==> src/rtl/datapath_ctrl_pkg.sv <==
// rtl/datapath_ctrl_pkg.sv - shared op codes, state encoding and strobe bundle for the datapath sequencer
package datapath_ctrl_pkg;

    localparam logic [1:0] OP_LOAD  = 2'b00;
    localparam logic [1:0] OP_MOVE  = 2'b01;
    localparam logic [1:0] OP_ADD   = 2'b10;
    localparam logic [1:0] OP_ACCUM = 2'b11;

    localparam logic [2:0] ST_IDLE = 3'd0;
    localparam logic [2:0] ST_LOAD = 3'd1;
    localparam logic [2:0] ST_MOVE = 3'd2;
    localparam logic [2:0] ST_ADD1 = 3'd3;
    localparam logic [2:0] ST_ADD2 = 3'd4;
    localparam logic [2:0] ST_DONE = 3'd5;

    typedef enum logic [2:0] {
        S_IDLE = ST_IDLE,
        S_LOAD = ST_LOAD,
        S_MOVE = ST_MOVE,
        S_ADD1 = ST_ADD1,
        S_ADD2 = ST_ADD2,
        S_DONE = ST_DONE
    } state_t;

    // Bit order matches the output order RAin, RBin, RZin, RAout, RBout, RZout.
    typedef struct packed {
        logic ra_in;
        logic rb_in;
        logic rz_in;
        logic ra_out;
        logic rb_out;
        logic rz_out;
    } strobes_t;

endpackage

==> src/rtl/datapath_sequencer_iter_counter.sv <==
// rtl/datapath_sequencer_iter_counter.sv - loadable down-counter with zero flag for ACCUM iterations
// Ports:
//   clk_i, rst_ni        clock, asynchronous active-low reset
//   load_i, load_val_i   load the counter (has priority over dec_i)
//   dec_i                decrement by one; a zero count is held, never wraps
//   cnt_o, zero_o        current count and count==0 flag
module iter_counter #(
    parameter int CNT_W = 4
) (
    input  logic             clk_i,
    input  logic             rst_ni,
    input  logic             load_i,
    input  logic [CNT_W-1:0] load_val_i,
    input  logic             dec_i,
    output logic [CNT_W-1:0] cnt_o,
    output logic             zero_o
);

    logic [CNT_W-1:0] cnt_q;
    logic [CNT_W-1:0] cnt_d;

    always_comb begin
        cnt_d = cnt_q;
        if (load_i) begin
            cnt_d = load_val_i;
        end else if (dec_i && (cnt_q != '0)) begin
            cnt_d = cnt_q - CNT_W'(1);
        end
    end

    always_ff @(posedge clk_i or negedge rst_ni) begin
        if (!rst_ni) begin
            cnt_q <= '0;
        end else begin
            cnt_q <= cnt_d;
        end
    end

    assign cnt_o  = cnt_q;
    assign zero_o = (cnt_q == '0);

endmodule

==> src/rtl/datapath_sequencer.sv <==
// rtl/datapath_sequencer.sv - T-state control unit driving the single-bus datapath register strobes
// Ports:
//   clock, clear          clock (rising edge), asynchronous active-low reset
//   start, op, count      request handshake: op and count are sampled with start in IDLE
//   busy, done            sequence in progress / one-cycle completion pulse
//   RAin, RBin, RZin      datapath register load enables
//   RAout, RBout, RZout   datapath bus-drive selects
//   iter                  remaining ACCUM iterations
module datapath_sequencer
    import datapath_ctrl_pkg::*;
#(
    parameter int CNT_W = 4
) (
    input  logic             clock,
    input  logic             clear,
    input  logic             start,
    input  logic [1:0]       op,
    input  logic [CNT_W-1:0] count,
    output logic             busy,
    output logic             done,
    output logic             RAin,
    output logic             RBin,
    output logic             RZin,
    output logic             RAout,
    output logic             RBout,
    output logic             RZout,
    output logic [CNT_W-1:0] iter
);

    state_t           state_q;
    state_t           state_d;
    logic [1:0]       op_q;
    strobes_t         strobes_q;
    logic             busy_q;
    logic             done_q;

    logic             accept;
    logic [CNT_W-1:0] iter_load_val;
    logic [CNT_W-1:0] iter_cnt;
    logic             iter_zero;

    function automatic strobes_t decode_strobes(input state_t s);
        strobes_t st;
        st = '0;
        case (s)
            S_LOAD: st.ra_in = 1'b1;
            S_MOVE: begin
                st.ra_out = 1'b1;
                st.rb_in  = 1'b1;
            end
            S_ADD1: begin
                st.rb_out = 1'b1;
                st.rz_in  = 1'b1;
            end
            S_ADD2: begin
                st.rz_out = 1'b1;
                st.rb_in  = 1'b1;
            end
            default: st = '0;
        endcase
        return st;
    endfunction

    assign accept = (state_q == S_IDLE) && start;

    always_comb begin
        iter_load_val = '0;
        if (op == OP_ACCUM) begin
            iter_load_val = count;
        end else if (op == OP_ADD) begin
            iter_load_val = CNT_W'(1);
        end
    end

    iter_counter #(
        .CNT_W (CNT_W)
    ) u_iter_counter (
        .clk_i      (clock),
        .rst_ni     (clear),
        .load_i     (accept),
        .load_val_i (iter_load_val),
        .dec_i      (state_q == S_ADD2),
        .cnt_o      (iter_cnt),
        .zero_o     (iter_zero)
    );

    always_comb begin
        state_d = state_q;
        case (state_q)
            S_IDLE: begin
                if (start) begin
                    case (op)
                        OP_LOAD: state_d = S_LOAD;
                        OP_MOVE: state_d = S_MOVE;
                        OP_ADD:  state_d = S_ADD1;
                        default: state_d = (count == '0) ? S_DONE : S_ADD1;
                    endcase
                end
            end
            S_LOAD:  state_d = S_DONE;
            S_MOVE:  state_d = S_DONE;
            S_ADD1:  state_d = S_ADD2;
            // Loop only while more than one iteration remains before this decrement.
            S_ADD2:  state_d = ((op_q == OP_ACCUM) && !iter_zero && (iter_cnt != CNT_W'(1)))
                               ? S_ADD1 : S_DONE;
            S_DONE:  state_d = S_IDLE;
            default: state_d = S_IDLE;
        endcase
    end

    // Outputs are decoded from the next state and registered, so they line up
    // with the state register and never depend combinationally on inputs.
    always_ff @(posedge clock or negedge clear) begin
        if (!clear) begin
            state_q   <= S_IDLE;
            op_q      <= OP_LOAD;
            strobes_q <= '0;
            busy_q    <= 1'b0;
            done_q    <= 1'b0;
        end else begin
            state_q   <= state_d;
            if (accept) begin
                op_q <= op;
            end
            strobes_q <= decode_strobes(state_d);
            busy_q    <= (state_d == S_LOAD) || (state_d == S_MOVE) ||
                         (state_d == S_ADD1) || (state_d == S_ADD2);
            done_q    <= (state_d == S_DONE);
        end
    end

    assign busy  = busy_q;
    assign done  = done_q;
    assign RAin  = strobes_q.ra_in;
    assign RBin  = strobes_q.rb_in;
    assign RZin  = strobes_q.rz_in;
    assign RAout = strobes_q.ra_out;
    assign RBout = strobes_q.rb_out;
    assign RZout = strobes_q.rz_out;
    assign iter  = iter_cnt;

endmodule

==> config.mk <==
export PLATFORM = sky130hd
export DESIGN_NAME = datapath_sequencer
export DESIGN_NICKNAME = d
export VERILOG_FILES = /design/src/rtl/datapath_ctrl_pkg.sv /design/src/rtl/datapath_sequencer_iter_counter.sv /design/src/rtl/datapath_sequencer.sv
export SDC_FILE = /design/constraint.sdc
export NUM_CORES = 1
export LEC_CHECK = 0
export ABC_CLOCK_PERIOD_IN_PS = 4600
export CAP_MARGIN = 20
export CORE_MARGIN = 2
export CORE_UTILIZATION = 30
export CTS_BUF_LIST = sky130_fd_sc_hd__clkbuf_16
export CTS_CLUSTER_DIAMETER = 80
export DETAILED_ROUTE_END_ITERATION = 8
export PLACE_DENSITY = 0.5
export SETUP_SLACK_MARGIN = 0.1
export SLEW_MARGIN = 15
export SYNTH_ARGS = -nofsm -noshare
export SYNTH_HDL_FRONTEND = slang
export SYNTH_SLANG_ARGS = --single-unit
==> constraint.sdc <==
create_clock -name clock -period 4.6 [get_ports clock]
set_clock_uncertainty 0.2 [all_clocks]
set_input_delay 0.92 -clock clock [delete_from_list [all_inputs] [get_ports clock]]
set_output_delay 0.92 -clock clock [all_outputs]
set_load 0.1 [all_outputs]
Word-level counts from Yosys, hierarchy flattened
Cells that the tools add are included.
W data, S select, Z words.
Word-level totals
  input bits: 9
  logic and storage cells: 55
  register bits: 16
Operators by class
  add/sub/neg operators: 1
  equal/unequal tests: 14
  multiplexer cells: 14
  reduce and logical (&&, ||, !) cells: 16
Operators with widths (number)
  $eq A3 B2 Y1 const B: 4
  $mux W4: 3
  $pmux W3 S4: 1
  $eq A3 B3 Y1 const B: 3
  $mux W3: 3
  $pmux W3 S3: 1
  $logic_not A4 Y1: 2
  $eq A2 B2 Y1 const B: 3
  $eq A3 B1 Y1 const B: 2
  $mux W1: 6
  $logic_and A1 B1 Y1: 4
  $ne A4 B1 Y1 const B: 1
  $reduce_bool A4 Y1: 1
  $reduce_or A2 Y1: 2
  $sub A4 B1 Y4 const B: 1
  $logic_not A3 Y1: 1
  $logic_or A1 B1 Y1: 3
  $eq A2 B1 Y1 const B: 1
  $logic_not A2 Y1: 1
  $reduce_bool A2 Y1: 1
  $logic_not A1 Y1: 1

Longest topological paths before layout
  word-level depth: 10
  gate-level depth with buffers: 7
  depth with buffers taken out: 7

Modules after synthesis
A second synthesis with hierarchy kept.
Unflattened totals
  cells, all modules: 82
  area total of the unflattened synthesis: 883.3 um2
Modules (own cells, without submodules)
  datapath_sequencer: cells each 55, times used 1, sequential area each 300.3 um2, area each 613.1 um2
  iter_counter: cells each 27, times used 1, sequential area each 100.1 um2, area each 270.3 um2

Least setup slack after synthesis
No wires, ideal clock.
  path type: register to output
  start: reg, netlist name RBout
  end: out RZin
  path slack: 2.156 ns
  stages on the path, launching flop included: 2
  data arrival time: 1.324 ns
  cells stage by stage: dfrtp_1 -> buf_4
RTL lines
  end: declaration: RTL line datapath_sequencer.sv:23  | output logic RZin,

Worst setup path after layout
  start: reg u_iter_counter.cnt_q[2], in the netlist u_iter_counter.cnt_o[2]
  end: out iter[2]
RTL lines
  start: declaration: RTL line datapath_sequencer_iter_counter.sv:19  | logic [CNT_W-1:0] cnt_q;
  start signal: assignment: RTL line datapath_sequencer_iter_counter.sv:35  | cnt_q <= cnt_d;
  end: declaration: RTL line datapath_sequencer.sv:27  | output logic [CNT_W-1:0] iter
No word-level cell between the ends.

==> flow_metrics.py <==
metrics = {
    "clocking": {
        "cts_setup_buffers": 0,
        "cts.sink_count": 16,
        "clock_latency_ns": 0.24,
        "cts_buffers": 3,
        "cts_resized": 0,
        "cts.clk_slew.worst_paths_ns": 0.05,
        "clk_path_buf_depth": 2,
        "ctsHoldBuffers": 0,
        "cts_tree": "done",
        "cts_htree_levels": 1,
        "root_buffer": "clkbuf_16",
    },
    "yosys": {
        "ys_ff_latch": 16,
        "syn_avg_cell_area_um2": 10.8,
        "synth_cell_types": 31,
        "seq_area_frac_synth": 0.477,
        "synth_ff_type": "dfrtp_1",
        "synth_edf_count": 0,
        "yosys_warnings": 0,
        "syn-cell-area_um2": 840,
        "synth_top_family_by_area": "simple AND/OR/NAND/NOR gates",
        "synth_fp_nets": 92,
        "synth_xor_area_frac": 0.0313,
        "synth_compound_area_frac": 0.127,
        "synth_cells": 78,
        "async_flop_share": 1.00,
        "synth_mux_area_frac": 0.0656,
        "yosys.area_share.simple": 0.173,
        "synthAdderAreaFrac": 0.0864,
    },
    "floorplan": {
        "fp.dieW_um": 56.9,
        "core_area_mm2": 0.00271,
        "die_height_um": 56.9,
        "die-area_mm2": 0.00324,
        "start_util": 0.310,
        "ios": 21,
        "std_cell_rows": 19,
    },
    "timing": {
        "relSlewSlack": 0.353,
        "tns_ns": 0,
        "fin_crit_sh": 0.640,
        "fmax_mhz": 339,
        "setup-violations-final": 0,
        "final_max_slew_viol_count": 0,
        "fin_crit_ns": 2.95,
        "worstMarginPinSlew_ns": 0.968,
        "hold_viol": 0,
        "rsz0062_at_grt": "no",
    },
    "placement": {
        "portBuffers": 20,
        "dp_cells": 127,
        "place_hpwl_mm": 1.22,
        "gp_congestion": 0.682,
    },
    "global_routing": {
        "grt_pass1_wl_mm": 2.77,
        "grt_overflow": 0,
        "grtUsageTotal": 0.112,
        "first_global_vias": 627,
        "antenna_found_initial": 0,
        "grt_max_degree": 17,
    },
    "run_status": {
        "status": "completed",
    },
    "routing": {
        "firstDrtPassIters": 3,
        "final_antenna_net_count": 0,
        "wl_per_cell_um": 11.8,
        "routed_via_density": 4.85,
        "drt_iter0_drc": 5,
        "wirelength_mm": 1.55,
        "num_vias": 635,
        "drc_errors": 0,
    },
    "critical_path": {
        "startpoint_type": "flip-flop",
        "crit_family": "buffers and inverters",
        "worstSetupPathType": "reg -> out",
        "critPathBufInv": 1,
        "cp_slowest_cell": "clkdlybuf4s50_1",
        "crit_arrival_ns": 1.83,
        "path_cells": "clkdlybuf4s50_1",
        "slowest_delay_ns": 1.16,
        "path_max_fanout": 6,
        "cp-end-kind": "output port",
        "worstPathRequired_ns": 3.48,
    },
    "layout": {
        "drive_gt1_frac": 0.120,
        "fin_cells": 131,
        "nets": 115,
        "final_core_util": 0.423,
        "area_growth_pct": 36.5,
        "diodes": 0,
    },
    "worst_hold_path": {
        "hold_path.class": "reg -> reg",
    },
    "run": {
        "max_cap_viol_count": 0,
    },
}
[final timing paths]
| path | start | end | slack [ns] | depth (start not counted) |
|---|---|---|---|---|
| setup / recovery | u_iter_counter.cnt_o[2] | iter[2] | 1.65 | 1 |
| hold / removal | op_q[0] | op_q[0] | 0.32 | 1 |
| setup reg to reg | state_q[0] | busy | 2.57 | 5 |
| hold reg to reg | op_q[0] | op_q[0] | 0.32 | 1 |
| max in group asynchronous | clear | RZout | 2.81 | 1 |
| min in group asynchronous | clear | state_q[2] | 0.92 | 1 |
[per-layer routing]
metal | GRT usage | wire length [um]
met4 | 0.0598 | 14
met1 | 0.141 | 706
met3 | 0.0276 | 74
met2 | 0.176 | 752
met5 | 0 | 0
[final cells by class]
class                      instances  area (um^2)
clock inverter                     1         3.75
multi-input combinational         54          405
clock buffer                       3         75.1
sequential                        16          400
fill                             281         1560
tap                               31         38.8
timing repair buffer              20          200
inverter                           6         22.5
[synth_stat cells (2+ instances only)]
master	number	area, um^2
dfrtp_1	16	400
nand2_1	4	15.0
o21ai_0	5	25.0
nand3_1	4	20.0
mux2_2	4	45.0
a21oi_1	2	10.0
xnor2_1	2	17.5
inv_1	6	22.5
and2_1	2	12.5
ha_1	5	62.6
nor3_1	2	10.0
nor2_1	6	22.5
nor2b_1	2	12.5
[registers in the layout, summed over array words and instances, names as in the netlist]
signal                flops
RBout                     1
op_q                      2
RAin                      1
state_q                   3
u_iter_counter.cnt_o      4
done                      1
RBin                      1
RZout                     1
busy                      1
RAout                     1
[cells by family (layout without fill, tap and decap cells)]
logic type,Yosys count,in the layout
adders and majority gates,6,6
buffers and inverters,8,30
DFF,16,16
muxes,5,5
AOI/OAI and AO/OA,13,13
and+or+nand+nor,27,27
xor gates and xnor gates,3,3
[per-stage QoR]
| step | setup slack, ns | area (um^2) | hold WS (ns) |
|---|---|---|---|
| global placement | 1.71 | 1070 | 0.306 |
| floorplan | 2.16 | 840 | 0.280 |
| detailed placement | 1.65 | 1070 | 0.321 |
| finish | 1.65 | 1150 | 0.323 |
| CTS | 1.64 | 1150 | 0.332 |
| global route | 1.58 | 1150 | 0.341 |
[layout by cell type (no fill, tap or decap), drive strengths merged]
cell,n
and3,1
nand3,4
inv,6
maj3,1
o31ai,1
o21ai,5
clkinv,1
dfrtp,16
a211oi,2
clkdlybuf4s50,20
mux2,4
a21oi,3
nor3,2
ha,5
or4b,1
a31o,1
nor3b,1
nand2b,1
clkbuf,3
mux2i,1
nor2,7
nand2,4
xor2,1
nor4,1
and2,2
or3,1
nor2b,2
xnor2,2
o311a,1
Power is left out: the tool's default activity adds up to more than one toggle a clock period on the data nets, which glitch-free logic cannot reach.
